## config.mk

```make
export PLATFORM = sky130hd
export DESIGN_NAME = spectrum_peak_ctrl_flat
export DESIGN_NICKNAME = d
export VERILOG_FILES = /design/src/rtl/spectrum_peak_ctrl_if.sv /design/src/rtl/spectrum_peak_ctrl.sv /design/src/flat_wrapper.sv
export SDC_FILE = /design/constraint.sdc
export NUM_CORES = 1
export LEC_CHECK = 0
export CORE_MARGIN = 8
export CORE_UTILIZATION = 45
export CTS_CLUSTER_DIAMETER = 50
export DETAILED_ROUTE_END_ITERATION = 10
export MAX_ROUTING_LAYER = met4
export PLACE_DENSITY = 0.79
export SYNTH_ARGS = -nofsm -noshare
export SYNTH_HDL_FRONTEND = slang
export SYNTH_SLANG_ARGS = --single-unit
```

## constraint.sdc

```tcl
create_clock -name clk -period 6 [get_ports clk]
set_clock_uncertainty 0.2 [all_clocks]
set_input_delay 0.6 -clock clk [delete_from_list [all_inputs] [get_ports clk]]
set_output_delay 0.6 -clock clk [all_outputs]
set_load 0.03 [all_outputs]
```

## src/rtl/spectrum_peak_ctrl_if.sv

```systemverilog
// Signals shared by the peak-search sequencer, the modulus RAM read port
// and the downstream frequency-separation logic.
interface spectrum_peak_ctrl_if #(
  parameter int ADDR_W = 12,
  parameter int DATA_W = 16
);
  logic              start;
  logic              rd_en;
  logic [ADDR_W-1:0] rd_addr;
  logic [DATA_W-1:0] rd_data;
  logic [ADDR_W-1:0] peak1_addr;
  logic [DATA_W-1:0] peak1_mag;
  logic [ADDR_W-1:0] peak2_addr;
  logic [DATA_W-1:0] peak2_mag;
  logic              busy;
  logic              done;

  modport master (
    input  start,
    input  rd_data,
    output rd_en,
    output rd_addr,
    output peak1_addr,
    output peak1_mag,
    output peak2_addr,
    output peak2_mag,
    output busy,
    output done
  );

  modport slave (
    output start,
    output rd_data,
    input  rd_en,
    input  rd_addr,
    input  peak1_addr,
    input  peak1_mag,
    input  peak2_addr,
    input  peak2_mag,
    input  busy,
    input  done
  );
endinterface

```

## src/rtl/spectrum_peak_ctrl.sv

```systemverilog
// Scans the single-sided band of the FFT modulus RAM once per rising edge of
// start and reports the two strongest, spectrally separated peaks.
module spectrum_peak_ctrl #(
  parameter int ADDR_W    = 12,
  parameter int DATA_W    = 16,
  parameter int ADDR_SPAN = 2048,
  parameter int START_BIN = 1,
  parameter int RD_LAT    = 1,
  parameter int MIN_SEP   = 4
) (
  input  logic                 clk,
  input  logic                 rst_n,
  spectrum_peak_ctrl_if.master bus
);

  localparam logic [ADDR_W-1:0] FIRST_ADDR = ADDR_W'(START_BIN);
  localparam logic [ADDR_W-1:0] LAST_ADDR  = ADDR_W'(ADDR_SPAN - 1);
  localparam logic [ADDR_W-1:0] SEP_ADDR   = ADDR_W'(MIN_SEP);
  localparam logic [ADDR_W-1:0] ONE_ADDR   = ADDR_W'(1);
  localparam logic [ADDR_W-1:0] ZERO_ADDR  = {ADDR_W{1'b0}};
  localparam logic [DATA_W-1:0] ZERO_MAG   = {DATA_W{1'b0}};

  typedef enum logic [1:0] {
    IDLE  = 2'd0,
    SCAN  = 2'd1,
    DRAIN = 2'd2,
    DONE  = 2'd3
  } state_t;

  state_t            state_q, state_d;
  logic              start_dly_q, start_dly_d;
  logic              rd_en_q, rd_en_d;
  logic [ADDR_W-1:0] rd_addr_q, rd_addr_d;
  logic              busy_q, busy_d;
  logic              done_q, done_d;
  logic [ADDR_W-1:0] p1_addr_q, p1_addr_d;
  logic [DATA_W-1:0] p1_mag_q, p1_mag_d;
  logic [ADDR_W-1:0] p2_addr_q, p2_addr_d;
  logic [DATA_W-1:0] p2_mag_q, p2_mag_d;
  logic [RD_LAT-1:0] tag_vld_q, tag_vld_d;
  logic [ADDR_W-1:0] tag_addr_q [RD_LAT];
  logic [ADDR_W-1:0] tag_addr_d [RD_LAT];

  logic              arm;
  logic              clr_peaks;
  logic              cmp_vld;
  logic [ADDR_W-1:0] cmp_addr;
  logic [DATA_W-1:0] cmp_mag;
  logic [ADDR_W-1:0] cmp_dist;
  logic              far;

  // All state registers, cleared asynchronously
  always_ff @(posedge clk or negedge rst_n) begin
    if (!rst_n) begin
      state_q     <= IDLE;
      start_dly_q <= 1'b0;
      rd_en_q     <= 1'b0;
      rd_addr_q   <= ZERO_ADDR;
      busy_q      <= 1'b0;
      done_q      <= 1'b0;
      p1_addr_q   <= ZERO_ADDR;
      p1_mag_q    <= ZERO_MAG;
      p2_addr_q   <= ZERO_ADDR;
      p2_mag_q    <= ZERO_MAG;
      tag_vld_q   <= {RD_LAT{1'b0}};
      for (int i = 0; i < RD_LAT; i++) begin
        tag_addr_q[i] <= ZERO_ADDR;
      end
    end else begin
      state_q     <= state_d;
      start_dly_q <= start_dly_d;
      rd_en_q     <= rd_en_d;
      rd_addr_q   <= rd_addr_d;
      busy_q      <= busy_d;
      done_q      <= done_d;
      p1_addr_q   <= p1_addr_d;
      p1_mag_q    <= p1_mag_d;
      p2_addr_q   <= p2_addr_d;
      p2_mag_q    <= p2_mag_d;
      tag_vld_q   <= tag_vld_d;
      for (int i = 0; i < RD_LAT; i++) begin
        tag_addr_q[i] <= tag_addr_d[i];
      end
    end
  end

  // Return tag pipeline: mirrors the RAM latency so data and bin line up
  always_comb begin
    tag_vld_d     = tag_vld_q;
    tag_addr_d    = tag_addr_q;
    tag_vld_d[0]  = rd_en_q;
    tag_addr_d[0] = rd_addr_q;
    for (int i = 1; i < RD_LAT; i++) begin
      tag_vld_d[i]  = tag_vld_q[i-1];
      tag_addr_d[i] = tag_addr_q[i-1];
    end
  end

  // Sequencer: edge detect, read issue and completion handshake
  always_comb begin
    start_dly_d = bus.start;
    arm         = bus.start & ~start_dly_q;
    state_d     = state_q;
    rd_en_d     = rd_en_q;
    rd_addr_d   = rd_addr_q;
    busy_d      = busy_q;
    done_d      = 1'b0;
    clr_peaks   = 1'b0;
    case (state_q)
      IDLE: begin
        if (arm) begin
          state_d   = SCAN;
          rd_en_d   = 1'b1;
          rd_addr_d = FIRST_ADDR;
          busy_d    = 1'b1;
          clr_peaks = 1'b1;
        end else begin
          state_d   = IDLE;
        end
      end
      SCAN: begin
        if (rd_addr_q == LAST_ADDR) begin
          rd_en_d = 1'b0;
          state_d = DRAIN;
        end else begin
          rd_addr_d = rd_addr_q + ONE_ADDR;
        end
      end
      DRAIN: begin
        // Leave once the last returning sample is being compared this cycle
        if (~|tag_vld_d) begin
          state_d = DONE;
          done_d  = 1'b1;
          busy_d  = 1'b0;
        end else begin
          state_d = DRAIN;
        end
      end
      DONE: begin
        state_d = IDLE;
      end
      default: begin
        state_d = IDLE;
        rd_en_d = 1'b0;
        busy_d  = 1'b0;
      end
    endcase
  end

  // Peak tracker; bins arrive in ascending order so cmp_addr >= p1_addr
  always_comb begin
    cmp_vld   = tag_vld_q[RD_LAT-1];
    cmp_addr  = tag_addr_q[RD_LAT-1];
    cmp_mag   = bus.rd_data;
    cmp_dist  = cmp_addr - p1_addr_q;
    far       = (p1_mag_q == ZERO_MAG) || (cmp_dist >= SEP_ADDR);
    p1_addr_d = p1_addr_q;
    p1_mag_d  = p1_mag_q;
    p2_addr_d = p2_addr_q;
    p2_mag_d  = p2_mag_q;
    if (clr_peaks) begin
      p1_addr_d = ZERO_ADDR;
      p1_mag_d  = ZERO_MAG;
      p2_addr_d = ZERO_ADDR;
      p2_mag_d  = ZERO_MAG;
    end else if (cmp_vld) begin
      if (cmp_mag > p1_mag_q) begin
        // A close neighbour only refines the current lobe; peak2 is kept
        if (far) begin
          p2_addr_d = p1_addr_q;
          p2_mag_d  = p1_mag_q;
        end else begin
          p2_addr_d = p2_addr_q;
          p2_mag_d  = p2_mag_q;
        end
        p1_addr_d = cmp_addr;
        p1_mag_d  = cmp_mag;
      end else if ((cmp_mag > p2_mag_q) && far) begin
        p2_addr_d = cmp_addr;
        p2_mag_d  = cmp_mag;
      end else begin
        p2_addr_d = p2_addr_q;
        p2_mag_d  = p2_mag_q;
      end
    end else begin
      p1_addr_d = p1_addr_q;
      p1_mag_d  = p1_mag_q;
    end
  end

  assign bus.rd_en      = rd_en_q;
  assign bus.rd_addr    = rd_addr_q;
  assign bus.busy       = busy_q;
  assign bus.done       = done_q;
  assign bus.peak1_addr = p1_addr_q;
  assign bus.peak1_mag  = p1_mag_q;
  assign bus.peak2_addr = p2_addr_q;
  assign bus.peak2_mag  = p2_mag_q;

endmodule

```

## src/flat_wrapper.sv

```systemverilog
// flat-port wrapper written by rule: the top's interface ports become plain ports
module spectrum_peak_ctrl_flat 
#(
  parameter int ADDR_W    = 12,
  parameter int DATA_W    = 16,
  parameter int ADDR_SPAN = 2048,
  parameter int START_BIN = 1,
  parameter int RD_LAT    = 1,
  parameter int MIN_SEP   = 4
)
  (clk, rst_n, bus_start, bus_rd_data, bus_rd_en, bus_rd_addr, bus_peak1_addr, bus_peak1_mag, bus_peak2_addr, bus_peak2_mag, bus_busy, bus_done);
  spectrum_peak_ctrl_if #(.ADDR_W(ADDR_W), .DATA_W(DATA_W)) bus_i ();
  input  logic clk;
  input  logic rst_n;
  input wire logic [$bits(bus_i.start)-1:0] bus_start;
  input wire logic [$bits(bus_i.rd_data)-1:0] bus_rd_data;
  output wire logic [$bits(bus_i.rd_en)-1:0] bus_rd_en;
  output wire logic [$bits(bus_i.rd_addr)-1:0] bus_rd_addr;
  output wire logic [$bits(bus_i.peak1_addr)-1:0] bus_peak1_addr;
  output wire logic [$bits(bus_i.peak1_mag)-1:0] bus_peak1_mag;
  output wire logic [$bits(bus_i.peak2_addr)-1:0] bus_peak2_addr;
  output wire logic [$bits(bus_i.peak2_mag)-1:0] bus_peak2_mag;
  output wire logic [$bits(bus_i.busy)-1:0] bus_busy;
  output wire logic [$bits(bus_i.done)-1:0] bus_done;
  assign bus_i.start = bus_start;
  assign bus_i.rd_data = bus_rd_data;
  assign bus_rd_en = bus_i.rd_en;
  assign bus_rd_addr = bus_i.rd_addr;
  assign bus_peak1_addr = bus_i.peak1_addr;
  assign bus_peak1_mag = bus_i.peak1_mag;
  assign bus_peak2_addr = bus_i.peak2_addr;
  assign bus_peak2_mag = bus_i.peak2_mag;
  assign bus_busy = bus_i.busy;
  assign bus_done = bus_i.done;
  spectrum_peak_ctrl #(.ADDR_W(ADDR_W), .DATA_W(DATA_W), .ADDR_SPAN(ADDR_SPAN), .START_BIN(START_BIN), .RD_LAT(RD_LAT), .MIN_SEP(MIN_SEP)) u_core (.clk(clk), .rst_n(rst_n), .bus(bus_i));
endmodule
```

* Yosys cells after proc, flatten, opt, wreduce, memory -nomap -nowiden
Cells that the tools add are included.
** Word-level totals
- Memories kept :: 0
- Bits in latches :: 0
- Logic and storage cells :: 74
- Bits of input ports :: 19
- Output and inout port bits :: 71
- RAM bits :: 0
- ROM bits :: 0
- Flip-flop bits (word level) :: 87
** Cells by class
- Multiplexer cells :: 32
- Shift operators :: 0
- Div/mod/pow operators :: 0
- Magnitude comparators :: 3
- Reduce and logical (&&, ||, !) cells :: 14
- Add/subtract/negate cells :: 2
- $mul :: 0
- Bitwise operators :: 2
- Equality and inequality tests :: 9
** Operators by type and width (count)
- $mux 16 :: 8
- $mux 12 :: 10
- $gt 16x16->1 :: 2
- $pmux 12 s2 :: 1
- $logic_not 16->1 :: 1
- $add 12x1->12 const B :: 1
- $eq 12x11->1 const B :: 1
- $ge 12x3->1 const B :: 1
- $reduce_and 3->1 :: 4
- $sub 12x12->12 :: 1
- $mux 1 :: 9
- $pmux 2 s4 :: 1
- $reduce_bool 2->1 :: 4
- $eq 2x2->1 const B :: 2
- $ne 2x1->1 const B :: 2
- $ne 2x2->1 const B :: 2
- $pmux 1 s2 :: 2
- $ne 3x1->1 const B :: 1
- $reduce_bool 3->1 :: 1
- $eq 2x1->1 const B :: 1
- $logic_not 2->1 :: 1
- $mux 2 :: 1
- $reduce_and 2->1 :: 1
- $and 1x1->1 :: 1
- 3 further kinds :: 3

* Logic depth before layout (Yosys ltp)
Gate-level depths: netlist (run 1).
- Depth after elaboration :: 8
- Mapped depth :: 13

* Worst setup path after synthesis (run 1)
OpenSTA, ideal clock, no wires.
- Kind :: flip-flop to flip-flop
- Start point :: register u_core.p1_addr_q[0], in the netlist u_core.bus.peak1_addr[0]
- End point :: register u_core.p2_mag_q[10], in the netlist u_core.bus.peak2_mag[10]
- Required time :: 5.656 ns
- Arrival :: 2.776 ns
- Library setup time :: 0.144 ns
- Slack :: 2.879 ns
- Cell stages (with the launch flop) :: 13
- Buffers on the path :: 1
- Path through :: dfrtp_1 -> ha_1 -> inv_1 -> fa_1 -> a21o_1 -> a22oi_1 -> a21oi_1 -> o41a_1 -> nand3_2 -> nand4_4 -> o2111ai_4 -> buf_6 -> a32oi_1
** On the way
- Word-level cells in the longest chain between the ends :: 6
** RTL lines
- from (decl) :: RTL line spectrum_peak_ctrl.sv:36 : logic [ADDR_W-1:0] p1_addr_q, p1_addr_d;
- from (signal assigned) :: RTL line spectrum_peak_ctrl.sv:76 : p1_addr_q <= p1_addr_d;
- $sub 12x12->12 * :: RTL line spectrum_peak_ctrl.sv:155 : cmp_dist = cmp_addr - p1_addr_q;
- $ge 12x3->1 * :: RTL line spectrum_peak_ctrl.sv:156 : far = (p1_mag_q == ZERO_MAG) || (cmp_dist >= SEP_ADDR);
- $logic_or 1x1->1 * :: RTL line spectrum_peak_ctrl.sv:156
- $logic_and 1x1->1 :: RTL line spectrum_peak_ctrl.sv:178 : end else if ((cmp_mag > p2_mag_q) && far) begin
- $reduce_bool 3->1 (no line)
- $reduce_and 3->1 (no line) *
- to (signal assigned) :: RTL line spectrum_peak_ctrl.sv:79 : p2_mag_q <= p2_mag_d;
- to (decl) :: RTL line spectrum_peak_ctrl.sv:39 : logic [DATA_W-1:0] p2_mag_q, p2_mag_d;
Mark *: on every way between the ends. The rest lies on a longest branch, timed or not.
A chain may end at the register's enable or synchronous reset.

* Worst setup path after layout (run 1)
- Start point :: input port bus_rd_data[14]
- End point :: register u_core.p2_mag_q[2], in the netlist u_core.bus.peak2_mag[2]
** On the way
- Word-level cells in the longest chain between the ends :: 4
** RTL lines
- from (decl) :: RTL line flat_wrapper.sv:16 : input wire logic [$bits(bus_i.rd_data)-1:0] bus_rd_data;
- $gt 16x16->1, on equally long branches :: RTL line spectrum_peak_ctrl.sv:178, spectrum_peak_ctrl.sv:167
- $logic_and 1x1->1 or $mux 16 (tied branches) :: RTL line spectrum_peak_ctrl.sv:178, spectrum_peak_ctrl.sv:167
- $reduce_bool 3->1 (no line) or $mux 16 (tied branches)
- $reduce_and 3->1 (no line) or $mux 16 (tied branches)
Several ways; a longest one is shown, not always the timed one. The select of a mux whose other input is x is not followed.

==> results of run 1 <==
[through the flow]
stage                     hold WS (ns)  utilization [%]  instances  total power, mW  area (µm²)
after floorplan                  0.104                -        513            0.640        5140
after global placement           0.225             54.2        728            0.676        6110
after detailed placement         0.236             54.2        728            0.679        6110
after CTS                        0.257             56.9        744             1.23        6410
after global routing             0.279             56.9        744             1.26        6410
final                            0.233             56.9        744             1.23        6410
[path summary, 6_finish.rpt]
kind | start | depth (start not counted) | slack (ns) | to
worst max-delay path | bus_rd_data[14] | 10 | 2.00 | u_core.bus.peak2_mag[2]$_DFFE_PN0P_
worst min-delay path | rst_n | 1 | 0.23 | u_core.bus.peak1_mag[11]$_DFFE_PN0P_
worst min register to register | u_core.bus.rd_addr[10]$_DFFE_PN0P_ | 0 | 0.25 | u_core.cmp_addr[10]$_DFF_PN0_
min in group clk | u_core.bus.rd_addr[10]$_DFFE_PN0P_ | 0 | 0.25 | u_core.cmp_addr[10]$_DFF_PN0_
max in group asynchronous | rst_n | 1 | 4.65 | u_core.bus.peak1_mag[4]$_DFFE_PN0P_
worst max register to register | u_core.bus.peak1_addr[0]$_DFFE_PN0P_ | 11 | 2.15 | u_core.bus.peak2_mag[2]$_DFFE_PN0P_
[worst reg2reg max path: stages, from the launching register on]
cell	delay (ns)
dfrtp_1	0.44
ha_1	0.21
inv_1	0.06
fa_1	0.40
a21o_1	0.22
a22oi_1	0.27
a21oi_1	0.19
o41a_1	0.41
nand3_2	0.12
nand4_4	0.41
o2111ai_4	0.60
a32oi_1	0.16
[metal layers]
layer | GRT usage (%) | part of all wire (%)
met1 | 24.0 | 42
met5 | - | 0
met3 | 4.28 | 7.3
met4 | 6.85 | 1.8
met2 | 32.8 | 49
[flip-flops by register name (all words and copies together) (netlist names)]
signal,cells
u_core.cmp_vld,1
u_core.bus.peak2_addr,12
u_core.cmp_addr,12
u_core.bus.done,1
u_core.bus.peak1_mag,16
u_core.start_dly_q,1
u_core.bus.rd_en,1
u_core.bus.peak2_mag,16
u_core.bus.rd_addr,12
u_core.bus.busy,1
u_core.bus.peak1_addr,12
u_core.state_q,2
[logic make-up after synthesis]
family	Yosys count	share of synthesized area, %
fa+ha+maj	48	11.8
buf+inv	72	6.11
flops	87	42.4
simple gates	139	14.8
compound gates	154	22.7
xor+xnor	13	2.22
[where the power goes]
group	switching (mW)	internal, mW	leakage (nW)
clock	0.254	0.303	0.148
combinational	0.0494	0.0327	1.39
sequential	0.000117	0.587	1.17
[placed cells by master (no fill, tap or decap), types with 22 or more instances in the layout]
| master | count |
|---|---|
| dfrtp_1 | 87 |
| clkdlybuf4s50_1 | 88 |
| a32oi_1 | 25 |
| ha_1 | 47 |
| nor2_1 | 25 |
| nand2_1 | 43 |
| a22o_1 | 28 |
| o22ai_1 | 25 |
| inv_1 | 50 |
| a21oi_1 | 22 |
[area by class of cell]
class	instances	area, µm²	share of cell area [%]
multi-input combinational	354	2650	41.3
sequential	87	2180	33.9
timing repair buffer	93	918	14.3
clock buffer	10	239	3.73
inverter	51	191	2.98
tap	143	179	2.79
clock inverter	6	62.6	0.975
==> impl_metrics.csv, run 1 <==
group,metric,value,unit
status,status,"completed",
detailed_routing,drc,0,
flow_run,cap_violations,0,
sta,timing.setup.tns,0,ns
setup_path,cp_slowest_cell,"o2111ai_4",
finish,fin_nets,663,
sta,setup_violations,0,
sta,worst_slack,2.00,ns
synthesis,ys_async_sr_fraction,100,%
finish,area_delta_synth_final,24.8,%
power_and_ir_drop,power.density,191,nW/µm²
clock_tree,numCtsBuffers,9,
detailed_routing,firstDrtPassIters,7,
sta,maxSlewViolCount,0,
synthesis,synth_nets,580,
synthesis,syn_inst,513,
grt,antenna_found_initial,0,
sta,hold_viol_final,0,
place,gp_congestion,0.918,
grt,grt_overflow_total,0,
synthesis,synth_most_common_cell,"dfrtp_1",
clock_tree,ctsResizeCount,0,
clock_tree,htreeDepth,3,
setup_path,cp_data_arrival_time,3.98,ns
detailed_routing,drt_iter0_drc,384,
clock_tree,cts.sink_count,87,
synthesis,synth-edff-count,0,
power_and_ir_drop,ir_worst_vdd,0.000179,V
sta,rsz0062_at_grt,"no",
detailed_routing,dr_total_vias,4522,
clock_tree,cts_max_path_buffers,2,
finish,n_fill_cell,958,
detailed_routing,wl_per_cell,19.5,µm
synthesis,synth_top_flop_cell,"dfrtp_1",
detailed_routing,wl,14500,µm
synthesis,synth.top_cells.by_count,"dfrtp_1 (87), inv_1 (50), ha_1 (47)",
detailed_routing,ant_nets,0,
floorplan,rows,39,
detailed_routing,avgViaCountPerCell,6.08,
grt,grt_max_degree,88,
place,pre_cts_slack,1.65,ns
clock_tree,cts_root_buf,"clkbuf_16",
setup_path,path_delay_family,"compound AO/OA/AOI/OAI gates",
setup_path,end_kind,"flip-flop",
sta,max_slew.worst_pin.slew,1.09,ns
grt,gr-usage-all-layers,20.0,%
place,hpwl,10400,µm
clock_tree,cts_setup_buffers,0,
finish,drive_gt1_share,6.66,%
clock_tree,tritoncts,"yes",
worst_hold_path,hold_class,"input port to asynchronous set/reset pin",
sta,clock.fmax,250,MHz
setup_path,path_class,"input port to flip-flop",
grt,grt_pass1_vias,4635,
floorplan,design.core.area,11300,µm²
floorplan,dieHeight,123,µm
setup_path,path_cells,"clkdlybuf4s50_1 -> ha_1 -> nand4_1 -> nor3_1 -> a21boi_1 -> or4_1 -> o21ai_4 -> inv_2 -> o2111ai_4 -> a32oi_1",
synthesis,synth_top_cell_by_area,"dfrtp_1",
sta,slew_headroom,27.6,%
setup_path,startpoint_type,"input port",
clock_tree,clk-insertion-delay-late,0.35,ns
floorplan,io-pin-count,90,
clock_tree,clk_pin_slew_worst_paths,0.07,ns
setup_path,crit_fanout,28,
synthesis,ys_warn_count,0,
clock_tree,ctsHoldBuffers,0,
floorplan,die-area,15100,µm²
synthesis,syn_avg_cell_area,10.0,µm²
setup_path,cpPeakStageDelay,0.76,ns
setup_path,cp.required,5.98,ns
floorplan,start_util,45.6,%
setup_path,path_buf_inv,2,
synthesis,netlist_area,5140,µm²
sta,finalCritPeriodShare,66.6,%
synthesis,synth.distinct_cells,63,
synthesis,synth-seq-cells,87,
synthesis,synth_top_area_share,42.4,%
power_and_ir_drop,p_leak,2.72,nW
grt,grt_pass1_wl,23100,µm
finish,antennaDiodeCount,0,
floorplan,die_w,123,µm
sta,min_period,4.00,ns
synthesis,synth_area_leaders,"dfrtp_1 (42%), ha_1 (11%), a22o_1 (4.8%)",
place,io_buffer_count,89,
synthesis,yosysSeqAreaShare,42.4,%
Note: power is estimated with default switching activity, not from simulation.
==> inputs of run 2 (changes only) <==
==> constraint.sdc (replaced) <==
create_clock -name clk -period 4.05 [get_ports clk]
set_clock_uncertainty 0.2 [all_clocks]
set_input_delay 0.405 -clock clk [delete_from_list [all_inputs] [get_ports clk]]
set_output_delay 0.405 -clock clk [all_outputs]
set_load 0.03 [all_outputs]
==> impl_metrics.csv, run 2 (synthesis gave the netlist of run 1 again) <==
group,metric,value,unit
finish,fin_nets,670,
setup_path,startpoint_type,"input port",
sta,finalCritPeriodShare,86.2,%
sta,setup_violations,0,
clock_tree,ctsHoldBuffers,1,
place,hpwl,10800,µm
power_and_ir_drop,p_leak,2.77,nW
clock_tree,numCtsBuffers,9,
setup_path,crit_fanout,25,
floorplan,start_util,45.6,%
finish,drive_gt1_share,7.57,%
setup_path,r2r_slack,0.66,ns
finish,antennaDiodeCount,0,
sta,hold_viol_final,0,
setup_path,path_delay_family,"simple AND/OR/NAND/NOR gates",
place,dp_cells,734,
setup_path,r2r_end,"u_core.bus.peak2_mag[15]$_DFFE_PN0P_",
finish,final_cell_mix,"clkdlybuf4s50_1 (88), dfrtp_1 (87), inv_1 (50)",
finish,fin_cells,751,
finish,layout_commonest_cell,"clkdlybuf4s50_1",
floorplan,die_w,123,µm
grt,met3_usage,3.86,%
floorplan,die-area,15100,µm²
setup_path,end_kind,"flip-flop",
clock_tree,cts_max_path_buffers,2,
sta,timing.setup.tns,0,ns
detailed_routing,drt_iter0_drc,390,
finish,n_fill_cell,998,
worst_hold_path,hold_depth,0,
grt,grt_overflow_total,0,
floorplan,io-pin-count,90,
setup_path,path_class,"input port to flip-flop",
clock_tree,htreeDepth,3,
worst_hold_path,hold_class,"flip-flop to flip-flop",
place,gp_congestion,0.908,
grt,grt_max_degree,57,
clock_tree,tritoncts,"yes",
grt,grt_pass1_vias,4695,
floorplan,rows,39,
setup_path,path_buf_inv,2,
sta,max_slew.worst_pin.slew,0.869,ns
detailed_routing,avgViaCountPerCell,5.99,
sta,rsz0062_at_grt,"no",
grt,use_met2,32.7,%
grt,gr-usage-all-layers,20.4,%
setup_path,cpPeakStageDelay,0.58,ns
finish,area_delta_synth_final,26.5,%
sta,clock.fmax,286,MHz
worst_hold_path,whs_endpoint,"u_core.cmp_addr[5]$_DFF_PN0_",
sta,worst_slack,0.558,ns
setup_path,worst-path-stages,11,
sta,maxSlewViolCount,0,
setup_path,path_cells,"clkdlybuf4s50_1 -> ha_1 -> nand4_1 -> nor3_1 -> a21boi_1 -> or4_1 -> o21ai_4 -> buf_4 -> nand2_2 -> o22ai_1 -> a32oi_1",
setup_path,cp_slowest_cell,"clkdlybuf4s50_1",
floorplan,design.core.area,11300,µm²
flow_run,cap_violations,0,
detailed_routing,firstDrtPassIters,5,
detailed_routing,wl,14500,µm
clock_tree,cts_setup_buffers,0,
power_and_ir_drop,ir_worst_vdd,0.000196,V
finish,fin_util,57.6,%
clock_tree,clk_pin_slew_worst_paths,0.06,ns
worst_hold_path,hp-start,"u_core.bus.rd_addr[5]$_DFFE_PN0P_",
sta,min_period,3.49,ns
setup_path,cp.required,4.05,ns
detailed_routing,ant_nets,0,
grt,met1_usage,24.8,%
place,pre_cts_slack,0.272,ns
detailed_routing,drc,0,
power_and_ir_drop,power.density,283,nW/µm²
grt,grt-busiest-layer,"met2",
floorplan,dieHeight,123,µm
setup_path,r2r_start,"u_core.bus.peak1_mag[13]$_DFFE_PN0P_",
sta,slew_headroom,41.9,%
place,io_buffer_count,89,
setup_path,cp_data_arrival_time,3.50,ns
grt,grt_pass1_wl,23500,µm
detailed_routing,wl_per_cell,19.4,µm
clock_tree,clk-insertion-delay-late,0.35,ns
detailed_routing,dr_total_vias,4497,
grt,antenna_found_initial,0,
clock_tree,cts.sink_count,87,
clock_tree,cts_root_buf,"clkbuf_16",
setup_path,r2r_cells,11,
status,status,"completed",
clock_tree,ctsResizeCount,0,
[run 2: layout make-up]
| type | instances | area, µm² | area share [%] |
|---|---|---|---|
| Inverter | 51 | 191 | 2.95 |
| Clock buffer | 10 | 239 | 3.68 |
| Sequential cell | 87 | 2180 | 33.5 |
| Multi-Input combinational cell | 354 | 2650 | 40.7 |
| Timing Repair Buffer | 100 | 998 | 15.4 |
| Clock inverter | 6 | 66.3 | 1.02 |
| Tap cell | 143 | 179 | 2.75 |
[run 2: where the power goes]
part / internal [mW] / leakage (nW) / switching, mW
clock network: 0.499 / 0.154 / 0.348
logic: 0.0507 / 1.44 / 0.0729
registers: 0.869 / 1.17 / 0.000230
total: 1.42 / 2.77 / 0.421
[run 2: worst reg2reg max path, stage by stage, from the launching register on]
cell and delay, ns:
dfrtp_1 0.43, inv_1 0.07, ha_1 0.33, nand4_1 0.17, nor3_1 0.09, a21boi_1 0.13
or4_1 0.55, o21ai_4 0.18, buf_4 0.26, nand2_2 0.37, o22ai_1 0.33, a32oi_1 0.13
[run 2: worst max path at each step]
stage | startpoint | end | slack (ns)
final | bus_rd_data[13] | u_core.bus.peak2_mag[15]$_DFFE_PN0P_ | 0.56
after detailed placement | bus_rd_data[13] | u_core.bus.peak2_mag[15]$_DFFE_PN0P_ | 0.27
after global placement | bus_rd_data[14] | u_core.bus.peak2_mag[15]$_DFFE_PN0P_ | 0.36
after global routing | bus_rd_data[13] | u_core.bus.peak2_mag[5]$_DFFE_PN0P_ | 0.44
after floorplan | u_core.bus.peak1_addr[0]$_DFFE_PN0P_ | u_core.bus.peak2_mag[10]$_DFFE_PN0P_ | 0.93
after CTS | bus_rd_data[13] | u_core.bus.peak2_mag[15]$_DFFE_PN0P_ | 0.62
[run 2: stage by stage]
step / cell area [µm²] / power (mW) / hold slack (ns)
detailed placement: 6180 / 1.01 / 0.234
CTS: 6500 / 1.86 / 0.248
finish: 6500 / 1.84 / 0.248
floorplan: 5140 / 0.948 / -0.0906
global route: 6500 / 1.90 / 0.276
global placement: 6180 / 1.00 / 0.220
[run 2: layer usage]
layer	routed length (µm)	vias up	part of all wire (%)
met5	0	-	0
met4	370	0	2.5
met3	879	34	6.0
met2	7000	155	48
met1	6290	2226	43
li1	-	2082	-
